[config.mk]
export PLATFORM = sky130hd
export DESIGN_NAME = fp_adder_wb_slave
export DESIGN_NICKNAME = d
export VERILOG_FILES = /design/src/rtl/fp_adder_wb_slave.sv
export SDC_FILE = /design/constraint.sdc
export NUM_CORES = 1
export LEC_CHECK = 0
export CAP_MARGIN = 40
export CORE_ASPECT_RATIO = 1.75
export CORE_MARGIN = 1
export CORE_UTILIZATION = 49
export CTS_CLUSTER_SIZE = 28
export DETAILED_ROUTE_END_ITERATION = 16
export PLACE_DENSITY = 0.91
export SETUP_SLACK_MARGIN = 0.02
export SLEW_MARGIN = 30
export SYNTH_ARGS = -nofsm -noshare
export SYNTH_HDL_FRONTEND = slang
export SYNTH_SLANG_ARGS = --single-unit
[constraint.sdc]
create_clock -name wb_clk_i -period 2.96 [get_ports wb_clk_i]
set_input_delay 0.592 -clock wb_clk_i [delete_from_list [all_inputs] [get_ports wb_clk_i]]
set_output_delay 0.592 -clock wb_clk_i [all_outputs]
set_load 0.03 [all_outputs]
[src/rtl/fp_adder_wb_slave.sv]
// Wishbone classic responder that loads FP adder operands, launches an add,
// tracks busy/done/timeout and returns the core result with a level interrupt.
module fp_adder_wb_slave #(
  parameter logic [31:0] BASE_ADDR   = 32'h3000_0000,
  parameter int unsigned TIMEOUT_CYC = 64
) (
  input  logic        wb_clk_i,
  input  logic        wb_rst_i,
  input  logic        wbs_stb_i,
  input  logic        wbs_cyc_i,
  input  logic        wbs_we_i,
  input  logic [3:0]  wbs_sel_i,
  input  logic [31:0] wbs_adr_i,
  input  logic [31:0] wbs_dat_i,
  output logic        wbs_ack_o,
  output logic [31:0] wbs_dat_o,
  output logic [31:0] fp_a,
  output logic [31:0] fp_b,
  output logic        fp_start,
  input  logic        fp_done,
  input  logic [31:0] fp_result,
  output logic        irq
);

  localparam int unsigned DATA_W = 32;
  localparam int unsigned CNT_W  = (TIMEOUT_CYC > 2) ? $clog2(TIMEOUT_CYC) : 1;
  localparam logic [CNT_W-1:0] CNT_LAST = CNT_W'(TIMEOUT_CYC - 1);

  localparam logic [2:0] OFF_OP_A   = 3'd0;
  localparam logic [2:0] OFF_OP_B   = 3'd1;
  localparam logic [2:0] OFF_CTRL   = 3'd2;
  localparam logic [2:0] OFF_STATUS = 3'd3;
  localparam logic [2:0] OFF_RESULT = 3'd4;

  typedef enum logic {S_IDLE, S_RUN} state_t;

  state_t              state, state_nx;
  logic [CNT_W-1:0]    cnt, cnt_nx;
  logic [DATA_W-1:0]   result, result_nx;
  logic                irq_en, irq_en_nx;
  logic                done, done_nx;
  logic                timeout, timeout_nx;
  logic                start_nx;
  logic                irq_nx;
  logic [DATA_W-1:0]   rdata;

  logic       hit, take, wr, busy, ctrl_wr, status_wr, start_req, op_wr_ok;
  logic [2:0] offset;
  logic       unused_ok;

  assign unused_ok = ^wbs_adr_i[1:0];

  // Address decode and single-cycle access qualification
  assign hit       = wbs_cyc_i & wbs_stb_i & (wbs_adr_i[31:5] == BASE_ADDR[31:5]);
  assign take      = hit & ~wbs_ack_o;
  assign wr        = take & wbs_we_i;
  assign offset    = wbs_adr_i[4:2];
  assign busy      = (state == S_RUN);
  assign ctrl_wr   = wr & (offset == OFF_CTRL) & wbs_sel_i[0];
  assign status_wr = wr & (offset == OFF_STATUS) & wbs_sel_i[0];
  assign start_req = ctrl_wr & wbs_dat_i[0];
  assign op_wr_ok  = wr & ~busy;

  // Read data mux; START reads back as zero
  always_comb begin
    rdata = '0;
    case (offset)
      OFF_OP_A:   rdata = fp_a;
      OFF_OP_B:   rdata = fp_b;
      OFF_CTRL:   rdata = {30'd0, irq_en, 1'b0};
      OFF_STATUS: rdata = {29'd0, timeout, done, busy};
      OFF_RESULT: rdata = result;
      default:    rdata = '0;
    endcase
  end

  // Next-state and flag logic; core completion is applied after W1C so a set wins
  always_comb begin
    state_nx   = state;
    cnt_nx     = cnt;
    result_nx  = result;
    irq_en_nx  = irq_en;
    done_nx    = done;
    timeout_nx = timeout;
    start_nx   = 1'b0;

    if (ctrl_wr) begin
      irq_en_nx = wbs_dat_i[1];
    end
    if (status_wr) begin
      if (wbs_dat_i[1]) done_nx    = 1'b0;
      if (wbs_dat_i[2]) timeout_nx = 1'b0;
    end

    case (state)
      S_IDLE: begin
        if (start_req) begin
          start_nx   = 1'b1;
          done_nx    = 1'b0;
          timeout_nx = 1'b0;
          cnt_nx     = '0;
          state_nx   = S_RUN;
        end
      end
      S_RUN: begin
        cnt_nx = cnt + CNT_W'(1);
        if (fp_done) begin
          result_nx = fp_result;
          done_nx   = 1'b1;
          state_nx  = S_IDLE;
        end else if (cnt == CNT_LAST) begin
          timeout_nx = 1'b1;
          state_nx   = S_IDLE;
        end
      end
      default: state_nx = S_IDLE;
    endcase

    irq_nx = irq_en_nx & (done_nx | timeout_nx);
  end

  // FSM state register
  always_ff @(posedge wb_clk_i) begin
    if (wb_rst_i) state <= S_IDLE;
    else          state <= state_nx;
  end

  // Control/status registers, start pulse and interrupt
  always_ff @(posedge wb_clk_i) begin
    if (wb_rst_i) begin
      cnt      <= '0;
      result   <= '0;
      irq_en   <= 1'b0;
      done     <= 1'b0;
      timeout  <= 1'b0;
      fp_start <= 1'b0;
      irq      <= 1'b0;
    end else begin
      cnt      <= cnt_nx;
      result   <= result_nx;
      irq_en   <= irq_en_nx;
      done     <= done_nx;
      timeout  <= timeout_nx;
      fp_start <= start_nx;
      irq      <= irq_nx;
    end
  end

  // Operand registers with byte-lane writes, frozen while the core is busy
  always_ff @(posedge wb_clk_i) begin
    if (wb_rst_i) begin
      fp_a <= '0;
      fp_b <= '0;
    end else begin
      for (int i = 0; i < 4; i++) begin
        if (op_wr_ok && offset == OFF_OP_A && wbs_sel_i[i]) fp_a[8*i +: 8] <= wbs_dat_i[8*i +: 8];
        if (op_wr_ok && offset == OFF_OP_B && wbs_sel_i[i]) fp_b[8*i +: 8] <= wbs_dat_i[8*i +: 8];
      end
    end
  end

  // Bus response: one-cycle ack, data zero whenever ack is low
  always_ff @(posedge wb_clk_i) begin
    if (wb_rst_i) begin
      wbs_ack_o <= 1'b0;
      wbs_dat_o <= '0;
    end else begin
      wbs_ack_o <= take;
      wbs_dat_o <= take ? rdata : '0;
    end
  end

endmodule
======== After elaboration in Yosys (flattened, before gate mapping) ========
Cells that the tools add are included.
storage, ports and cells
  register bits after elaboration ......... 141
  input bits .............................. 106
  output and inout port bits .............. 99
  logic and storage cells ................. 74
cells by class
  add/sub/neg operators ................... 1
  equal/unequal tests ..................... 7
  mux-type cells .......................... 19
  bitwise logic cells ..................... 15
  reductions and logical operators ........ 14
operators with widths
  kind                  count
  $pmux 32 s5           1
  $eq 27x25->1 const B  1
  $mux 1                13
  $pmux 6 s2            1
  $and 1x1->1           11
  $logic_and 1x1->1     10
  $add 6x1->6 const B   1
  $eq 3x2->1 const B    2
  $eq 6x6->1 const B    1
  $mux 6                1
  $pmux 1 s2            3
  $reduce_or 2->1       2
  $eq 3x1->1 const B    1
  $eq 3x3->1 const B    1
  $logic_not 3->1       1
  $not 1->1             3
  $ne 2x2->1 const B    1
  $reduce_and 2->1      1
  $or 1x1->1            1

======== Depth between registers and ports, before layout ========
Gate-level depths: netlist (run 1).
  depth after elaboration ................. 12
  depth in mapped cells ................... 8
  gate-level depth less buffers ........... 5

======== Worst setup path after synthesis (run 1) ========
No wires, ideal clock.
  path kind ............................... input-to-reg
  start ................................... input wbs_adr_i[2]
  end ..................................... register fp_b[7]
  data arrival time ....................... 2.002 ns
  data required time ...................... 2.832 ns
  path slack .............................. 0.830 ns
  stages .................................. 8
  buffers on the path ..................... 3
  cell sequence ........................... buf_2 nor2b_1 clkbuf_1 nor2b_1 nor4b_1 buf_2 mux2i_1 nor2_1
between the ends
  word-level cells in the longest chain between the ends .. 3
RTL lines
  item                             RTL line  text
  from (decl)                      13        input logic [31:0] wbs_adr_i,
  $eq 3x1->1                       157       if (op_wr_ok && offset == OFF_OP_B && wbs_sel_i[i]) fp_b[8*i +: 8] <= wbs_dat_i[8*i +: 8];
  $logic_and 1x1->1 (2 in series)  157
  to (signal, indexed assignment)  157
  to (decl)                        18        output logic [31:0] fp_b,
No other way between the ends.
A chain may end at the register's enable or synchronous reset.

======== Worst setup path after layout (run 1) ========
  start ................................... input wbs_adr_i[26]
  end ..................................... register fp_b[27]
between the ends
  word-level cells in the longest chain between the ends .. 7
RTL lines
  item                             RTL line  text
  $eq 27x25->1                     54        assign hit = wbs_cyc_i & wbs_stb_i & (wbs_adr_i[31:5] == BASE_ADDR[31:5]);
  $and 1x1->1                      54
  $and 1x1->1                      55        assign take = hit & ~wbs_ack_o;
  $and 1x1->1                      56        assign wr = take & wbs_we_i;
  $and 1x1->1                      62        assign op_wr_ok = wr & ~busy;
  $logic_and 1x1->1 (2 in series)  157
No other way between the ends.

==> results of run 1 <==
-- per-stage QoR --
stage                     power (mW)  utilization
after CTS                       4.16        0.740
after global routing            4.26        0.741
after detailed placement        2.21        0.693
after floorplan                 2.04            -
after global placement          2.21        0.693
final                           4.14        0.741
-- power by group --
group          leakage [nW]  internal (mW)  switching [mW]
clock                 0.261           1.09           0.867
sequential             1.13           1.90  0.000000000119
combinational          1.84          0.161           0.118
-- routing by layer --
metal,share of wire,up-vias,track usage
li1,-,2582,-
met1,0.34,2626,0.276
met2,0.53,311,0.533
met3,0.068,77,0.0642
met4,0.057,0,0.208
met5,0,-,0
-- synthesized netlist by cell type (all sizes together) --
library cell,instances
a21oi,67
nor4,6
a31oi,1
nand2b,75
nand3b,2
xor2,1
o31a,1
nand4,10
a211oi,1
and4,3
nand2,73
o21ai,3
nor4b,3
a41o,2
or2,3
inv,6
dfxtp,141
mux2i,95
o22ai,2
ha,1
o21ba,1
nor2b,4
a22oi,4
and4bb,2
nor2,85
mux2,1
and2,6
buf,11
nor3,4
clkbuf,32
o41ai,2
-- worst max path at each step --
stage / start / endpoint / slack [ps]
global placement: wbs_adr_i[6] / fp_b[28] / 130
detailed placement: wbs_adr_i[6] / fp_b[25] / 20
floorplan: wbs_adr_i[2] / fp_b[7] / 830
finish: wbs_adr_i[26] / fp_b[27] / 470
global route: wbs_adr_i[26] / fp_b[29] / 360
CTS: wbs_adr_i[26] / fp_b[27] / 450
-- area by class of cell --
type / count / area (um2) / share of cell area
Clock buffer: 17 / 425 / 0.0490
Clock inverter: 15 / 124 / 0.0143
Antenna cell: 1 / 2.50 / 0.000289
Inverter: 6 / 22.5 / 0.00260
Timing Repair Buffer: 222 / 2160 / 0.249
Multi-Input combinational cell: 458 / 2950 / 0.340
Sequential cell: 141 / 2820 / 0.325
Tap cell: 135 / 169 / 0.0195
-- registers in the layout, indices dropped and copies added (netlist names) --
| name | cells |
|---|---|
| busy | 1 |
| cnt | 6 |
| done | 1 |
| fp_a | 32 |
| fp_b | 32 |
| fp_start | 1 |
| irq | 1 |
| irq_en | 1 |
| result | 32 |
| timeout | 1 |
| wbs_ack_o | 1 |
| wbs_dat_o | 32 |
-- cell usage in the layout, fill, tap and decap left out, types with 2 or more instances in the layout --
cell,n
sky130_fd_sc_hd__and4bb_2,2
sky130_fd_sc_hd__nor3_1,2
sky130_fd_sc_hd__o22ai_1,2
sky130_fd_sc_hd__o41ai_1,2
sky130_fd_sc_hd__a21oi_1,67
sky130_fd_sc_hd__nor2_1,84
sky130_fd_sc_hd__a22oi_1,4
sky130_fd_sc_hd__inv_8,2
sky130_fd_sc_hd__nor4b_2,2
sky130_fd_sc_hd__o21ai_0,3
sky130_fd_sc_hd__buf_4,21
sky130_fd_sc_hd__nand2b_1,75
sky130_fd_sc_hd__nor2b_1,3
sky130_fd_sc_hd__mux2i_1,95
sky130_fd_sc_hd__and4_1,3
sky130_fd_sc_hd__nand4_2,4
sky130_fd_sc_hd__buf_2,2
sky130_fd_sc_hd__a41o_1,2
sky130_fd_sc_hd__nand3b_1,2
sky130_fd_sc_hd__or2_2,3
sky130_fd_sc_hd__inv_6,6
sky130_fd_sc_hd__nand2_1,73
sky130_fd_sc_hd__dfxtp_1,141
sky130_fd_sc_hd__clkdlybuf4s50_1,199
sky130_fd_sc_hd__nand4_1,5
sky130_fd_sc_hd__nor4_2,2
sky130_fd_sc_hd__and2_1,6
sky130_fd_sc_hd__inv_1,6
sky130_fd_sc_hd__nor3_2,2
sky130_fd_sc_hd__clkinvlp_4,4
sky130_fd_sc_hd__clkinv_2,2
sky130_fd_sc_hd__nor4_4,3
sky130_fd_sc_hd__clkbuf_16,17
-- critical path: stages --
cell                              delay, ps
sky130_fd_sc_hd__clkdlybuf4s50_1        500
sky130_fd_sc_hd__nor4_4                 350
sky130_fd_sc_hd__nand4_4                240
sky130_fd_sc_hd__nor2_2                 420
sky130_fd_sc_hd__nand4_2                440
sky130_fd_sc_hd__mux2i_1                280
-- logic make-up after synthesis --
logic type | after synthesis | synth area share
muxes | 96 | 0.162
AOI/OAI and AO/OA | 84 | 0.0777
and+or+nand+nor | 276 | 0.250
DFF | 141 | 0.474
adders and majority gates | 1 | 0.00210
buffers and inverters | 49 | 0.0334
xor gates and xnor gates | 1 | 0.00147
==> PnR_summary.wiki, run 1 <==
{| class="wikitable"
! Metric !! Value
|-
| Skew-Pair Late Insertion Delay || 410 ps
|-
| Maximum ir drop on the vdd rail || roughly 0.0004 V
|-
| Final Max Slew Viols || 0
|-
| H-tree depth || 4
|-
| Largest net degree at the start of global routing || slightly above 80
|-
| Gpl congestion || about 0.83
|-
| Part of the Yosys area used for sequential elements || 0.474
|-
| Critical hold path startpoint || result[14]
|-
| Worst slew pin tran || ~680 ps
|-
| Count of nets left with antenna violations after detail routing || 0
|-
| Type of the setup path with the least slack || input pin to register
|-
| Startpoint kind of the worst setup timing path || input pin
|-
| Number of unique standard cell types used by synthesis || between 40 and 50
|-
| Number of stages on the worst hold path || 2
|-
| I/O pins || 205
|-
| Non-filler cells in the finished layout || a little under 1000
|-
| Total vias in the final route || roughly 5600
|-
| DRC errors left || 0
|-
| Total Die Area || roughly 13000 um2
|-
| Area post-placement || 8120 um2
|-
| Setup ws final || about 470 ps
|-
| Fraction of layout cells with a size suffix above 1 || 0.0920
|-
| Syn Std Cell Area || ~6000 um2
|-
| Antenna violations before repair || 1
|-
| Worst r2r src || wbs_ack_o
|-
| Signal arrival time at the worst endpoint || roughly 2800 ps
|-
| Avg Cell Area, Syn || a little over 9 um2
|-
| Sort of element at the end of the critical path || register
|-
| Post-detailed-route via-to-cell ratio || between 5 and 6
|-
| Pwr dens || roughly 480 nW/um2
|-
| Cells after Synth || 648
|-
| Worst relative slew slack || 0.546
|-
| Path type of the worst min-delay path || register to register
|-
| Clock slew at reported path FFs || approximately 60 ps
|-
| Number of setup buffers added after CTS || 0
|-
| Pre-CTS WS || ~17 ps
|-
| Data required time at the worst endpoint || between 3000 and 4000 ps
|-
| Iteration-0 DRC count of the detailed router || between 200 and 250
|-
| Standby leakage power || 3.24 nW
|-
| Net Count, Synth || 755
|-
| Fin Setup TNS || 0 ps
|-
| CTS Buf Count || 17
|-
| Total congestion overflow after global routing || 0
|-
| Maximum buffer depth of the clock tree || 2
|-
| Worst R2R End || fp_b[27]
|-
| End point of the worst hold path || result[14]
|-
| Reported max-cap violation count || 0
|-
| Layout overhead on the synthesized area || 45.6%
|-
| Area of the core || roughly 12000 um2
|-
| Run status || complete, no violations
|-
| Global-route wire length before repair || around 28 mm
|-
| Leading cell types by total area after synthesis || sky130_fd_sc_hd__dfxtp_1 47%, sky130_fd_sc_hd__mux2i_1 16%, sky130_fd_sc_hd__nand2b_1 7.9%
|-
| Floorplan die width || between 80 and 90 um
|-
| Cell count of the worst reg-to-reg path || 5
|-
| Count of TritonRoute iterations in the first routing pass || 5
|-
| Layout Cell Area excl Fill || 8670 um2
|-
| Net count, final || approximately 950
|-
| Final setup violation count || 0
|-
| Final Critical Period || between 2000 and 2500 ps
|-
| Final Hold Fails || 0
|-
| Reg-to-reg slack, setup || between 900 and 1000 ps
|-
| Hold-fix buffer count after cts || 0
|-
| Post-DP HPWL || between 10 and 15 mm
|-
| Cell taking the most area after synthesis || sky130_fd_sc_hd__dfxtp_1
|-
| Fin crit share || 0.841
|-
| Input/output buffers || about 200
|-
| Number of global-route vias before repair || 5769
|-
| Yosys top cell area share || 0.474
|-
| Overall fraction of global-route tracks in use || 0.289
|-
| Wirelength, routed || 18.3 mm
|-
| Die outline height || between 100 and 150 um
|-
| Number of clock sinks seen by CTS || ~140
|-
| Initial standard-cell utilization of the core || 0.509
|-
| Worst clock skew || 9.07 ps
|-
| Max Clock Freq || roughly 400 MHz
|-
| Unrepaired setup endpoints after global routing || no
|-
| TritonCTS clock tree || yes
|-
| Number of warnings reported in the yosys synthesis log || 0
|-
| Number of fill cells in the layout || ~800
|-
| Critical path fanouts, max || 9
|-
| Standard-cell row count || 52
|-
| Count of placed standard cells including taps || a little under 1000
|-
| Final Hold Slack || approximately 450 ps
|-
| Root cell of the clock tree || sky130_fd_sc_hd__clkbuf_16
|-
| Post-cts resize count || 0
|-
| Routed length per placed instance || between 15 and 20 um
|-
| Yosys reg bits || ~140
|}
Note: power is estimated with default switching activity, not from simulation.
==> run 2: changes to the inputs <==
CORE_UTILIZATION = 46   (was 49)
PLACE_DENSITY = 0.86   (was 0.91)
clock period = 2.5 ns   (was 2.96 ns; I/O delays follow)
==> run 2 against run 1 <==
Effect of this change:
- hold slack gained 2.0 ps
- first-iteration DRC count grew 23%
- power grew 24%
- clock power grew 30%
- final area grew 2.6%
- setup slack lost 89 ps
- sequential power grew 18%
- critical endpoint is now fp_a[26]
- highest routed layer unchanged
==> PnR_summary.wiki, run 2 (synthesis gave the netlist of run 1 again) <==
{| class="wikitable"
! Metric !! Value
|-
| Count of nets left with antenna violations after detail routing || 0 (unchanged)
|-
| Worst clock skew || 7.85 ps (-1.23 ps)
|-
| H-tree depth || 4 (unchanged)
|-
| Final Hold Fails || 0 (unchanged)
|-
| Slowest cell on the critical path || sky130_fd_sc_hd__clkdlybuf4s50_1
|-
| Largest net degree at the start of global routing || 112 (+37%)
|-
| Total congestion overflow after global routing || 0 (unchanged)
|-
| Number of global-route vias before repair || 5853 (+1.5%)
|-
| Count of TritonRoute iterations in the first routing pass || 5 (unchanged)
|-
| Net switching power || 1.11 mW (+13%)
|-
| Clock slew at reported path FFs || 60 ps (about the same)
|-
| DRC errors left || 0 (unchanged)
|-
| Wirelength, routed || 18.1 mm (-1.4%)
|-
| Combinational share of power || 0.065 (-0.003)
|-
| Routed length per placed instance || 17.5 um (-5.1%)
|-
| Worst relative slew slack || 0.650 (+0.104)
|-
| Initial standard-cell utilization of the core || 0.474 (-0.0346)
|-
| Standby leakage power || 3.33 nW (+2.7%)
|-
| Maximum buffer depth of the clock tree || 2 (unchanged)
|-
| Data required time at the worst endpoint || 2830 ps (-460 ps)
|-
| Layout overhead on the synthesized area || 49.4%
|-
| Skew-Pair Late Insertion Delay || 400 ps (about the same)
|-
| Number of setup buffers added after CTS || 0 (unchanged)
|-
| Run status || complete, no violations
|-
| Antenna violations before repair || 0 (-1)
|-
| Iteration-0 DRC count of the detailed router || 252 (+23%)
|-
| Cell Int Power || 4.02 mW (+27%)
|-
| Layout Cell Area excl Fill || 8900 um2 (+2.6%)
|-
| Pwr dens || 576 nW/um2 (+21%)
|-
| Commonest non-fill, non-tap cells in the layout || 199 x sky130_fd_sc_hd__clkdlybuf4s50_1, 141 x sky130_fd_sc_hd__dfxtp_1, 95 x sky130_fd_sc_hd__mux2i_1
|-
| Fraction of power consumed by sequential logic || 0.438 (-0.020)
|-
| Final Max Slew Viols || 0 (unchanged)
|-
| Reported max-cap violation count || 0 (unchanged)
|-
| Delay of the slowest cell on the worst path || 420 ps (-80 ps)
|-
| Sort of element at the end of the critical path || register
|-
| Number of fill cells in the layout || 959 (+19%)
|-
| Critical-path cell list || clkdlybuf4s50_1 -> nor4b_2 -> nand4_2 -> buf_4 -> nor2_2 -> buf_4 -> and4_1 -> buf_12 -> mux2i_1
|-
| Area used by multi-input combinational logic || 2950 um2 (unchanged)
|-
| Maximum ir drop on the vdd rail || 0.000524 V (+32%)
|-
| Crit path top cell by count || sky130_fd_sc_hd__buf_4
|-
| Final Critical Period || between 2000 and 2500 ps
|-
| Post-DP HPWL || 12.6 mm (-1.7%)
|-
| Final setup violation count || 0 (unchanged)
|-
| Path type of the worst min-delay path || register to register
|-
| Sw frac || 0.216 (-0.0215)
|-
| Standard-cell row count || 54 (+3.8%)
|-
| Worst slew pin tran || 525 ps (-156 ps)
|-
| Signal arrival time at the worst endpoint || 2440 ps (-380 ps)
|-
| Post-cts resize count || 0 (unchanged)
|-
| Fin crit share || 0.847
|-
| Post-detailed-route via-to-cell ratio || 5.36 (-4.7%)
|-
| Fraction of layout cells with a size suffix above 1 || 0.0970 (+0.00503)
|-
| Type of the setup path with the least slack || input pin to register
|-
| Die outline height || 153 um (+3.2%)
|-
| Inserted Diodes || 0 (-1)
|-
| Gpl congestion || 0.885 (+6.0%)
|-
| Max Clock Freq || roughly 470 MHz
|-
| CTS Buf Count || 17 (unchanged)
|-
| Root cell of the clock tree || sky130_fd_sc_hd__clkbuf_16
|-
| Critical path fanouts, max || 9 (unchanged)
|-
| Most frequent standard cell in the layout excluding fill and tap cells || sky130_fd_sc_hd__clkdlybuf4s50_1
|-
| Number of clock sinks seen by CTS || 141 (unchanged)
|-
| Floorplan die width || 88.0 um (+3.1%)
|-
| Startpoint kind of the worst setup timing path || input pin
|-
| TritonCTS clock tree || yes
|-
| Fin Setup TNS || 0 ps (unchanged)
|-
| Unrepaired setup endpoints after global routing || no
|-
| Input/output buffers || 202 (unchanged)
|-
| I/O pins || 205 (unchanged)
|-
| Area of the core || 12600 um2 (+7.3%)
|-
| Net count, final || 960 (+0.73%)
|-
| Total Die Area || 13400 um2 (+6.4%)
|-
| Power share of the clock group || 0.497 (+0.023)
|-
| Overall fraction of global-route tracks in use || 0.271 (-0.0180)
|-
| Hold-fix buffer count after cts || 0 (unchanged)
|-
| Total vias in the final route || 5541 (-0.98%)
|-
| Area post-placement || 8300 um2 (+2.2%)
|-
| Global-route wire length before repair || 28.0 mm (-0.69%)
|-
| Seq. cell area || 2820 um2 (unchanged)
|}
## run 2: changes by cell type in the layout (fill, tap and decap cells not counted)
cell,before,now
sky130_fd_sc_hd__clkinv_4,1,2
sky130_fd_sc_hd__bufinv_16,0,3
sky130_fd_sc_hd__clkinv_2,2,3
sky130_fd_sc_hd__clkinvlp_4,4,2
sky130_fd_sc_hd__diode_2,1,0
sky130_fd_sc_hd__buf_12,0,7
sky130_fd_sc_hd__inv_8,2,0
sky130_fd_sc_hd__clkbuf_1,0,2
sky130_fd_sc_hd__inv_6,6,3
## run 2: layer usage
metal | share of wire | global-route usage
met5 | 0 | 0
met4 | 0.057 | 0.173
met1 | 0.35 | 0.272
met3 | 0.072 | 0.0672
met2 | 0.52 | 0.482
## run 2: area by class of cell
type	instances	area share
multi-input combinational	458	0.331
sequential	141	0.317
timing repair buffer	229	0.258
clock buffer	19	0.0486
tap	168	0.0236
clock inverter	13	0.0184
inverter	6	0.00253
## run 2: worst paths after layout
| kind | end | cells after the start | from | slack (ps) |
|---|---|---|---|---|
| worst max-delay path | fp_a[26] | 9 | wbs_adr_i[6] | 380 |
| worst min-delay path | result[17] | 2 | result[17] | 460 |
| worst max register to register | fp_a[26] | 7 | wbs_ack_o | 750 |
| worst min register to register | result[17] | 2 | result[17] | 460 |
## run 2: power by group through the flow
stage                     sequential [mW]  combinational (mW)  clock, mW
after floorplan                      2.30               0.113          0
after global placement               2.30               0.323          0
after detailed placement             2.30               0.328          0
after CTS                            2.25               0.330       2.57
after global routing                 2.25               0.347       2.67
final                                2.25               0.332       2.55
## run 2: through the flow
stage               std cells  setup WS [ps]  power [mW]  hold WS, ps  utilization
finish                   1034            382        5.13          456        0.708
detailed placement       1002          -39.6        2.62          448        0.661
global placement         1002           24.6        2.62          443        0.661
CTS                      1034            365        5.15          444        0.708
floorplan                 648            462        2.41          436            -
global route             1034            249        5.26          445        0.708
## run 2: worst max-delay path, delay by kind of cell
kind	cells	cell delay, ps
AND/OR/NAND/NOR	4	810
buffers and inverters	4	930
multiplexers	1	200
